<file path="config.mk">
export PLATFORM = sky130hd
export DESIGN_NAME = adc_capture_ctrl_flat
export DESIGN_NICKNAME = d
export VERILOG_FILES = /design/src/rtl/adc_capture_ctrl_pkg.sv /design/src/rtl/adc_capture_ctrl_if.sv /design/src/rtl/adc_trigger_detect.sv /design/src/rtl/adc_capture_ctrl.sv /design/src/flat_wrapper.sv
export SDC_FILE = /design/constraint.sdc
export NUM_CORES = 1
export LEC_CHECK = 0
export CORE_MARGIN = 1
export CORE_UTILIZATION = 54
export CTS_BUF_LIST = sky130_fd_sc_hd__clkbuf_2
export CTS_CLUSTER_DIAMETER = 120
export DETAILED_ROUTE_END_ITERATION = 6
export PLACE_DENSITY = 0.82
export SLEW_MARGIN = 20
export SYNTH_ARGS = -nofsm -noshare
export SYNTH_HDL_FRONTEND = slang
export SYNTH_SLANG_ARGS = --single-unit
</file>
<file path="constraint.sdc">
create_clock -name clk -period 2.8 [get_ports clk]
set_input_delay 0.84 -clock clk [delete_from_list [all_inputs] [get_ports clk]]
set_output_delay 0.84 -clock clk [all_outputs]
set_load 0.02 [all_outputs]
</file>
<file path="src/rtl/adc_capture_ctrl_pkg.sv">
// adc_capture_ctrl shared types
// Trigger mode codes, FSM states, default widths.
package adc_capture_ctrl_pkg;

  localparam int ADC_PRECISION = 10;

  typedef enum logic [1:0] {
    TRIG_IMMEDIATE = 2'b00,
    TRIG_RISING    = 2'b01,
    TRIG_FALLING   = 2'b10,
    TRIG_EXTERNAL  = 2'b11
  } trig_mode_e;

  typedef enum logic [1:0] {
    S_IDLE    = 2'b00,
    S_ARMED   = 2'b01,
    S_CAPTURE = 2'b10,
    S_DONE    = 2'b11
  } state_e;

endpackage

</file>
<file path="src/rtl/adc_capture_ctrl_if.sv">
// adc_capture_ctrl FIFO write port
// Master drives data/strobe, FIFO returns full.
interface adc_capture_ctrl_if
  import adc_capture_ctrl_pkg::*;
#(
  parameter int W = ADC_PRECISION
);
  logic [W-1:0] fifo_din;
  logic         fifo_wr_en;
  logic         fifo_full;

  modport master (
    output fifo_din,
    output fifo_wr_en,
    input  fifo_full
  );

  modport slave (
    input  fifo_din,
    input  fifo_wr_en,
    output fifo_full
  );
endinterface

</file>
<file path="src/rtl/adc_trigger_detect.sv">
// adc_trigger_detect
// ext_trig synchroniser, edge detect, level compare.
module adc_trigger_detect
  import adc_capture_ctrl_pkg::*;
#(
  parameter int PRECISION = ADC_PRECISION
) (
  input  logic                 clk,
  input  logic                 rst_n,
  input  logic [1:0]           trig_mode,
  input  logic [PRECISION-1:0] trig_level,
  input  logic [PRECISION-1:0] code_q,
  input  logic [PRECISION-1:0] code_qq,
  input  logic                 ext_trig,
  output logic                 trig_hit
);

  // [0],[1] synchroniser; [2] previous synced value
  logic [2:0] ext_q;
  logic       ext_rise;

  // two-flop synchroniser plus one history flop
  always_ff @(posedge clk or negedge rst_n) begin
    if (!rst_n) begin
      ext_q <= '0;
    end else begin
      ext_q <= {ext_q[1:0], ext_trig};
    end
  end

  assign ext_rise = ext_q[1] & ~ext_q[2];

  // select the condition for the current mode
  always_comb begin
    trig_hit = 1'b0;
    unique case (trig_mode_e'(trig_mode))
      TRIG_IMMEDIATE: trig_hit = 1'b1;
      TRIG_RISING:
        trig_hit = (code_qq < trig_level) &&
                   (code_q >= trig_level);
      TRIG_FALLING:
        trig_hit = (code_qq > trig_level) &&
                   (code_q <= trig_level);
      TRIG_EXTERNAL:  trig_hit = ext_rise;
    endcase
  end

endmodule

</file>
<file path="src/rtl/adc_capture_ctrl.sv">
// adc_capture_ctrl
// Arm/trigger FSM feeding decimated bursts to the FIFO.
module adc_capture_ctrl
  import adc_capture_ctrl_pkg::*;
#(
  parameter int PRECISION   = ADC_PRECISION,
  parameter int COUNT_WIDTH = 16,
  parameter int DECIM_WIDTH = 8
) (
  input  logic                   clk,
  input  logic                   rst_n,
  input  logic [PRECISION-1:0]   adc_code_in,
  input  logic                   arm,
  input  logic                   abort,
  input  logic [1:0]             trig_mode,
  input  logic [PRECISION-1:0]   trig_level,
  input  logic                   ext_trig,
  input  logic [COUNT_WIDTH-1:0] num_samples,
  input  logic [DECIM_WIDTH-1:0] decim,
  adc_capture_ctrl_if.master     fifo,
  output logic                   busy,
  output logic                   done,
  output logic                   overflow,
  output logic [COUNT_WIDTH-1:0] sample_count
);

  state_e                 state_q;
  logic [PRECISION-1:0]   code_q;
  logic [PRECISION-1:0]   code_qq;
  logic [DECIM_WIDTH-1:0] dcnt_q;
  logic [DECIM_WIDTH-1:0] decim_q;
  logic [COUNT_WIDTH-1:0] num_q;
  logic [COUNT_WIDTH-1:0] cnt_q;
  logic                   ovf_q;
  logic [PRECISION-1:0]   din_q;
  logic                   wr_q;
  logic                   busy_q;
  logic                   done_q;
  logic                   trig_hit;
  logic                   eligible;
  logic                   burst_end;

  // two-stage code pipeline for the level comparators
  always_ff @(posedge clk or negedge rst_n) begin
    if (!rst_n) begin
      code_q  <= '0;
      code_qq <= '0;
    end else begin
      code_q  <= adc_code_in;
      code_qq <= code_q;
    end
  end

  adc_trigger_detect #(
    .PRECISION (PRECISION)
  ) u_trig (
    .clk        (clk),
    .rst_n      (rst_n),
    .trig_mode  (trig_mode),
    .trig_level (trig_level),
    .code_q     (code_q),
    .code_qq    (code_qq),
    .ext_trig   (ext_trig),
    .trig_hit   (trig_hit)
  );

  assign eligible  = (dcnt_q == '0);
  // last write is on the bus this cycle: stop issuing more
  assign burst_end = (num_q != '0) && (cnt_q == num_q);

  // FSM with counters and registered outputs
  always_ff @(posedge clk or negedge rst_n) begin
    if (!rst_n) begin
      state_q <= S_IDLE;
      dcnt_q  <= '0;
      decim_q <= '0;
      num_q   <= '0;
      cnt_q   <= '0;
      ovf_q   <= 1'b0;
      din_q   <= '0;
      wr_q    <= 1'b0;
      busy_q  <= 1'b0;
      done_q  <= 1'b0;
    end else begin
      wr_q <= 1'b0;
      unique case (state_q)
        S_IDLE: begin
          if (arm && !abort) begin
            state_q <= S_ARMED;
            busy_q  <= 1'b1;
            cnt_q   <= '0;
            ovf_q   <= 1'b0;
            dcnt_q  <= '0;
            num_q   <= num_samples;
            decim_q <= decim;
          end
        end
        S_ARMED: begin
          if (abort) begin
            state_q <= S_IDLE;
            busy_q  <= 1'b0;
          end else if (trig_hit) begin
            state_q <= S_CAPTURE;
            dcnt_q  <= '0;
          end
        end
        S_CAPTURE: begin
          if (abort) begin
            state_q <= S_IDLE;
            busy_q  <= 1'b0;
          end else if (burst_end) begin
            state_q <= S_DONE;
            busy_q  <= 1'b0;
            done_q  <= 1'b1;
          end else begin
            dcnt_q <= (dcnt_q == decim_q) ? '0
                                          : dcnt_q + 1'b1;
            if (eligible) begin
              if (fifo.fifo_full) begin
                ovf_q <= 1'b1;
              end else begin
                wr_q  <= 1'b1;
                din_q <= code_q;
                cnt_q <= cnt_q + 1'b1;
              end
            end
          end
        end
        S_DONE: begin
          if (abort) begin
            state_q <= S_IDLE;
            done_q  <= 1'b0;
          end else if (arm) begin
            state_q <= S_ARMED;
            busy_q  <= 1'b1;
            done_q  <= 1'b0;
            cnt_q   <= '0;
            ovf_q   <= 1'b0;
            dcnt_q  <= '0;
            num_q   <= num_samples;
            decim_q <= decim;
          end
        end
        default: state_q <= S_IDLE;
      endcase
    end
  end

  assign fifo.fifo_din   = din_q;
  assign fifo.fifo_wr_en = wr_q;
  assign busy            = busy_q;
  assign done            = done_q;
  assign overflow        = ovf_q;
  assign sample_count    = cnt_q;

endmodule

</file>
<file path="src/flat_wrapper.sv">
// flat-port wrapper written by rule: the top's interface ports become plain ports
module adc_capture_ctrl_flat import adc_capture_ctrl_pkg::*;
#(
  parameter int PRECISION   = ADC_PRECISION,
  parameter int COUNT_WIDTH = 16,
  parameter int DECIM_WIDTH = 8
)
  (clk, rst_n, adc_code_in, arm, abort, trig_mode, trig_level, ext_trig, num_samples, decim, busy, done, overflow, sample_count, fifo_fifo_din, fifo_fifo_wr_en, fifo_fifo_full);
  adc_capture_ctrl_if #(.W(10)) fifo_i ();
  input  logic clk;
  input  logic rst_n;
  input  logic [PRECISION-1:0] adc_code_in;
  input  logic arm;
  input  logic abort;
  input  logic [1:0] trig_mode;
  input  logic [PRECISION-1:0] trig_level;
  input  logic ext_trig;
  input  logic [COUNT_WIDTH-1:0] num_samples;
  input  logic [DECIM_WIDTH-1:0] decim;
  output logic busy;
  output logic done;
  output logic overflow;
  output logic [COUNT_WIDTH-1:0] sample_count;
  output wire logic [$bits(fifo_i.fifo_din)-1:0] fifo_fifo_din;
  output wire logic [$bits(fifo_i.fifo_wr_en)-1:0] fifo_fifo_wr_en;
  input wire logic [$bits(fifo_i.fifo_full)-1:0] fifo_fifo_full;
  assign fifo_fifo_din = fifo_i.fifo_din;
  assign fifo_fifo_wr_en = fifo_i.fifo_wr_en;
  assign fifo_i.fifo_full = fifo_fifo_full;
  adc_capture_ctrl #(.PRECISION(PRECISION), .COUNT_WIDTH(COUNT_WIDTH), .DECIM_WIDTH(DECIM_WIDTH)) u_core (.clk(clk), .rst_n(rst_n), .adc_code_in(adc_code_in), .arm(arm), .abort(abort), .trig_mode(trig_mode), .trig_level(trig_level), .ext_trig(ext_trig), .num_samples(num_samples), .decim(decim), .fifo(fifo_i), .busy(busy), .done(done), .overflow(overflow), .sample_count(sample_count));
endmodule
</file>
Word level (Yosys, flattened, before mapping)
Index checks and enable logic that the tools add are counted.

operators by class
  reductions and logical operators = 20
  muxes and demuxes = 58
  add/sub/neg operators = 2
  bitwise gates (word level) = 5
  magnitude comparators = 4
  equality and inequality tests = 23

operators with widths
  cell                   number
  $mux 16                10
  $mux 8                 11
  $pmux 16 s3            1
  $pmux 16 s2            1
  $pmux 8 s4             1
  $mux 1                 21
  $add 16x1->16 const B  1
  $eq 16x16->1           1
  $ne 2x2->1 const B     8
  $pmux 8 s2             1
  $reduce_and 8->1       2
  $reduce_bool 16->1     1
  $mux 2                 7
  $reduce_and 4->1       3
  $ge 10x10->1           1
  $gt 10x10->1           1
  $le 10x10->1           1
  $lt 10x10->1           1
  $reduce_and 5->1       2
  $add 8x1->8 const B    1
  $eq 2x2->1 const B     4
  $eq 8x8->1             1
  $logic_not 8->1        1
  $ne 2x1->1 const B     4
  15 further kinds       26

word-level totals
  output and inout port bits = 30
  bits in registers = 87
  input bits = 52
  logic and storage cells = 125

Longest topological paths before layout
  depth in word-level cells = 6
  mapped depth = 12
  mapped depth without buffers = 10

Modules after synthesis
Synthesis repeated with hierarchy kept, for this count alone.

unflattened totals
  cells, all modules = 418
  area total of the unflattened synthesis = 4581.9 um^2

modules (own cells, without submodules)
  module              times used  sequential area each (um^2)  cells each  area an instance (um^2)
  adc_capture_ctrl    1           2102.0                       345         3981.3
  adc_trigger_detect  1           75.1                         73          600.6

Worst setup path before layout
OpenSTA, ideal clock, no wires.

  path kind = input-to-reg
  start point = in trig_level[4]
  end point = reg u_core.dcnt_q[0]
  slack = -248 ps
  cell stages on the path = 11
  arrival = 2923 ps
  library setup time = 125 ps
  data required time = 2675 ps
  buffers on the path = 1
  cells stage by stage = inv_1 -> ha_1 -> and3_1 -> o21ai_1 -> a31oi_1 -> or4_1 -> nand3_2 -> a31oi_4 -> or2_1 -> buf_6 -> mux2_4

between the ends
  longest elaborated chain between the ends = 5
  elaborated cells between the ends (all ways) = 9
  those cells by class = 4 x order compare; 1 x eq/ne; 1 x mux; 3 x reduce/logical

RTL lines
  item                                  line                                                RTL
  from (decl)                           flat_wrapper.sv:16                                  input logic [PRECISION-1:0] trig_level;
  $gt 10x10->1 (tied with other cells)  adc_trigger_detect.sv:42                            trig_hit = (code_qq > trig_level) &&
  $logic_and 1x1->1 (on tied branches)  adc_trigger_detect.sv:42, adc_trigger_detect.sv:39
  $pmux 1 s4 (*)                        adc_trigger_detect.sv:36                            unique case (trig_mode_e'(trig_mode))
  $ne 2x1->1 (no line) (*)              --
  $reduce_and 7->1 (no line) (*)        --
  to (signal assigned)                  adc_capture_ctrl.sv:116                             dcnt_q <= (dcnt_q == decim_q) ? '0
  to (decl)                             adc_capture_ctrl.sv:30                              logic [DECIM_WIDTH-1:0] dcnt_q;

Mark *: on every way between the ends. The rest lies on a longest branch, timed or not.
A chain may end at the register's enable or synchronous reset.

Worst setup path in the final report
  start point = in trig_level[8]
  end point = reg u_core.dcnt_q[2]

The elaborated chain is that of the path after synthesis.

==> reports/metrics.csv <==
metric,value,unit
status,finished clean,
synth_commonest_cells,"87 x dfrtp_1, 45 x nand2_1, 28 x ha_1, 28 x inv_1, 27 x nor2_1",
rrSetupSlack,0.13,ns
hpwlAfterDp,7.81,mm
ys_seq_area_frac,0.485,
wire_per_inst,17.2,µm
reg2reg_to,u_core.dcnt_q[2]$_DFFE_PN0P_,
crit_type,in -> reg,
coreArea,7890,µm²
crit_path_end_kind,flip-flop,
cts-root-buf,clkbuf_2,
seq_area,2180,µm²
routed_wirelength,10.9,mm
r2r-start,u_core.code_q[8]$_DFF_PN0_,
firstDrtPassIters,4,
drt_iter0_drc,179,
synth_edf_count,0,
critPathMaxFanout,7,
gp_congestion,0.899,
synthDistinctLibCells,57,
rows,32,
fillers,508,
drive_gt1_frac,0.200,
clk_pin_slew,0.23,ns
final_area,5910,µm²
num_vias,3629,
fin_crit,2.74,ns
antenna_cells,0,
grt-ovfl-total,0,
synth_top_area_frac,0.485,
min_period_over_period,0.979,
synth_area_leaders,"dfrtp_1 49%, ha_1 7.8%, mux2_2 6.0%, nand2_1 3.8%, xnor2_1 3.5%",
placed_area,5640,µm²
fmax,365,MHz
cts_tree,yes,
drc,0,
ys_warn_count,0,
cts_sinks,87,
synth.largest_area_cell,dfrtp_1,
slowest_delay,0.43,ns
detail-route-antenna-nets,0,
syn_area,4490,µm²
min_path_type,in -> async,
required,3.28,ns
portBuffers,81,
synthToLayoutAreaGrowth,31.8,%
clk_latency,0.55,ns
synth_cells,418,
grt_first_pass_wirelength,17.7,mm
cts-htree-levels,3,
clock_skew,0.0225,ns
worstMarginPinSlew,0.603,ns
p_leak,0.00259,µW
die_height,93.2,µm
fin_nets,606,
grt_antenna_before_repair,0,
avgSynthCellArea,10.7,µm²
crit_chain,dlygate4sd2_1 -> inv_2 -> ha_4 -> nand4_1 -> a211oi_2 -> a311oi_1 -> or4_1 -> nand3_2 -> a31oi_4 -> or2_4 -> buf_4 -> o41ai_2,
slowest_stage,or4_1,
clk_path_buf_depth,2,
post-synth-top-count-cell,dfrtp_1,
vias_per_cell,5.73,
path_buf_inv,3,
track_usage,0.265,
rr_worst_depth,10,
drv_slew,0,
irDropWorstVdd,362,µV
path_delay_family,simple AND/OR/NAND/NOR gates,
cp.arrival,3.22,ns
hold_viol_final,0,
crit_path_start_kind,input port,
grt_pass1_vias,3704,
power.density,734,nW/µm²
hold_ws,0.268,ns
synth-main-ff-cell,dfrtp_1,
relSlewSlack,0.598,
die_w,93.2,µm
setup_viol,0,
ios,82,
multi_input_area,2300,µm²
async_flop_share,1.00,
cap_violations,0,
die-area,8680,µm²
syn_nets,498,
synth_seq_cells,87,
numCtsBuffers,9,
start_util,0.569,
grt_max_degree,47,
area by class of cell:
class,instances,share of cell area
Tap cell,102,0.0216
Sequential cell,87,0.368
Clock inverter,6,0.0144
Clock buffer,10,0.00847
Timing Repair Buffer,109,0.176
Multi-Input combinational cell,290,0.390
Inverter,29,0.0214
sequential cells by signal, indices dropped and copies added (netlist names):
register	flops
u_core.fifo.fifo_din	10
u_core.overflow	1
u_core.code_qq	10
u_core.fifo.fifo_wr_en	1
u_core.u_trig.ext_q	3
u_core.num_q	16
u_core.busy	1
u_core.decim_q	8
u_core.sample_count	16
u_core.state_q	2
u_core.dcnt_q	8
u_core.code_q	10
u_core.done	1
cell usage in the layout (no fill, tap or decap), types with 3 or more instances in the layout:
cell type        count
a21o_1               5
a21oi_1              9
a22o_1               5
a31oi_1              6
and3_1               5
buf_4               26
clkbuf_2            10
clkdlybuf4s50_1     70
dfrtp_1             87
dlygate4sd2_1        8
ha_1                16
ha_4                12
inv_1               19
inv_2                8
mux2_2              24
mux2i_1              5
nand2_1             45
nand2b_1             4
nand3_1              8
nand4_1             18
nor2_1              26
nor3_1               8
nor4_1               8
o21ai_0              9
o21ai_1              7
o32ai_2              3
xnor2_1             18
xor2_1              14
worst max path at each step:
stage                        from                      endpoint  cells after the start
floorplan           trig_level[4]  u_core.dcnt_q[0]$_DFFE_PN0P_                     11
global placement    trig_level[4]  u_core.dcnt_q[0]$_DFFE_PN0P_                     11
detailed placement  trig_level[4]  u_core.dcnt_q[0]$_DFFE_PN0P_                     11
CTS                 trig_level[0]  u_core.dcnt_q[0]$_DFFE_PN0P_                     10
global route        trig_level[9]  u_core.dcnt_q[2]$_DFFE_PN0P_                     12
finish              trig_level[8]  u_core.dcnt_q[2]$_DFFE_PN0P_                     12
repair_timing:
| item | in CTS | in global routing |
|---|---|---|
| pin swaps | 11 | 6 |
| gates resized for setup | 23 | 2 |
| endpoints found under the setup margin | 10 | 8 |
| buffers inserted | 5 | 2 |
| gates cloned | 0 | 0 |
| hold buffers | 0 | 0 |
stage by stage:
stage / utilization / cells / power [µW] / setup slack [ns] / TNS (ns)
after global routing: 0.750 / 633 / 4570 / -0.0151 / -0.0151
after floorplan: - / 418 / 2890 / -0.144 / -0.307
final: 0.750 / 633 / 4340 / 0.0590 / 0
after global placement: 0.715 / 610 / 3480 / -0.858 / -7.37
after detailed placement: 0.715 / 610 / 3570 / -0.926 / -8.13
after CTS: 0.746 / 631 / 4310 / 0.00237 / 0
metal layers:
layer / part of all wire / global-route usage / vias up
met1: 0.43 / 0.348 / 1782
met5: 0 / 0 / -
met4: 0.019 / 0.0949 / 0
met3: 0.048 / 0.0407 / 27
met2: 0.50 / 0.445 / 127
li1: - / - / 1693
where the power goes:
part           switching, µW  internal, µW  leakage, µW
logic                    893           889      0.00142
registers                275          1560      0.00109
clock network            430           297    0.0000812
cells by family (layout without fill, tap and decap cells):
logic type | after synthesis | after routing | synth area share
AOI/OAI and AO/OA | 62 | 62 | 0.110
xor gates and xnor gates | 32 | 32 | 0.0625
adders and majority gates | 28 | 28 | 0.0781
buffers and inverters | 41 | 154 | 0.0368
DFF | 87 | 87 | 0.485
muxes | 31 | 31 | 0.0772
and+or+nand+nor | 137 | 137 | 0.151
Note: power is estimated with default switching activity, not from simulation.
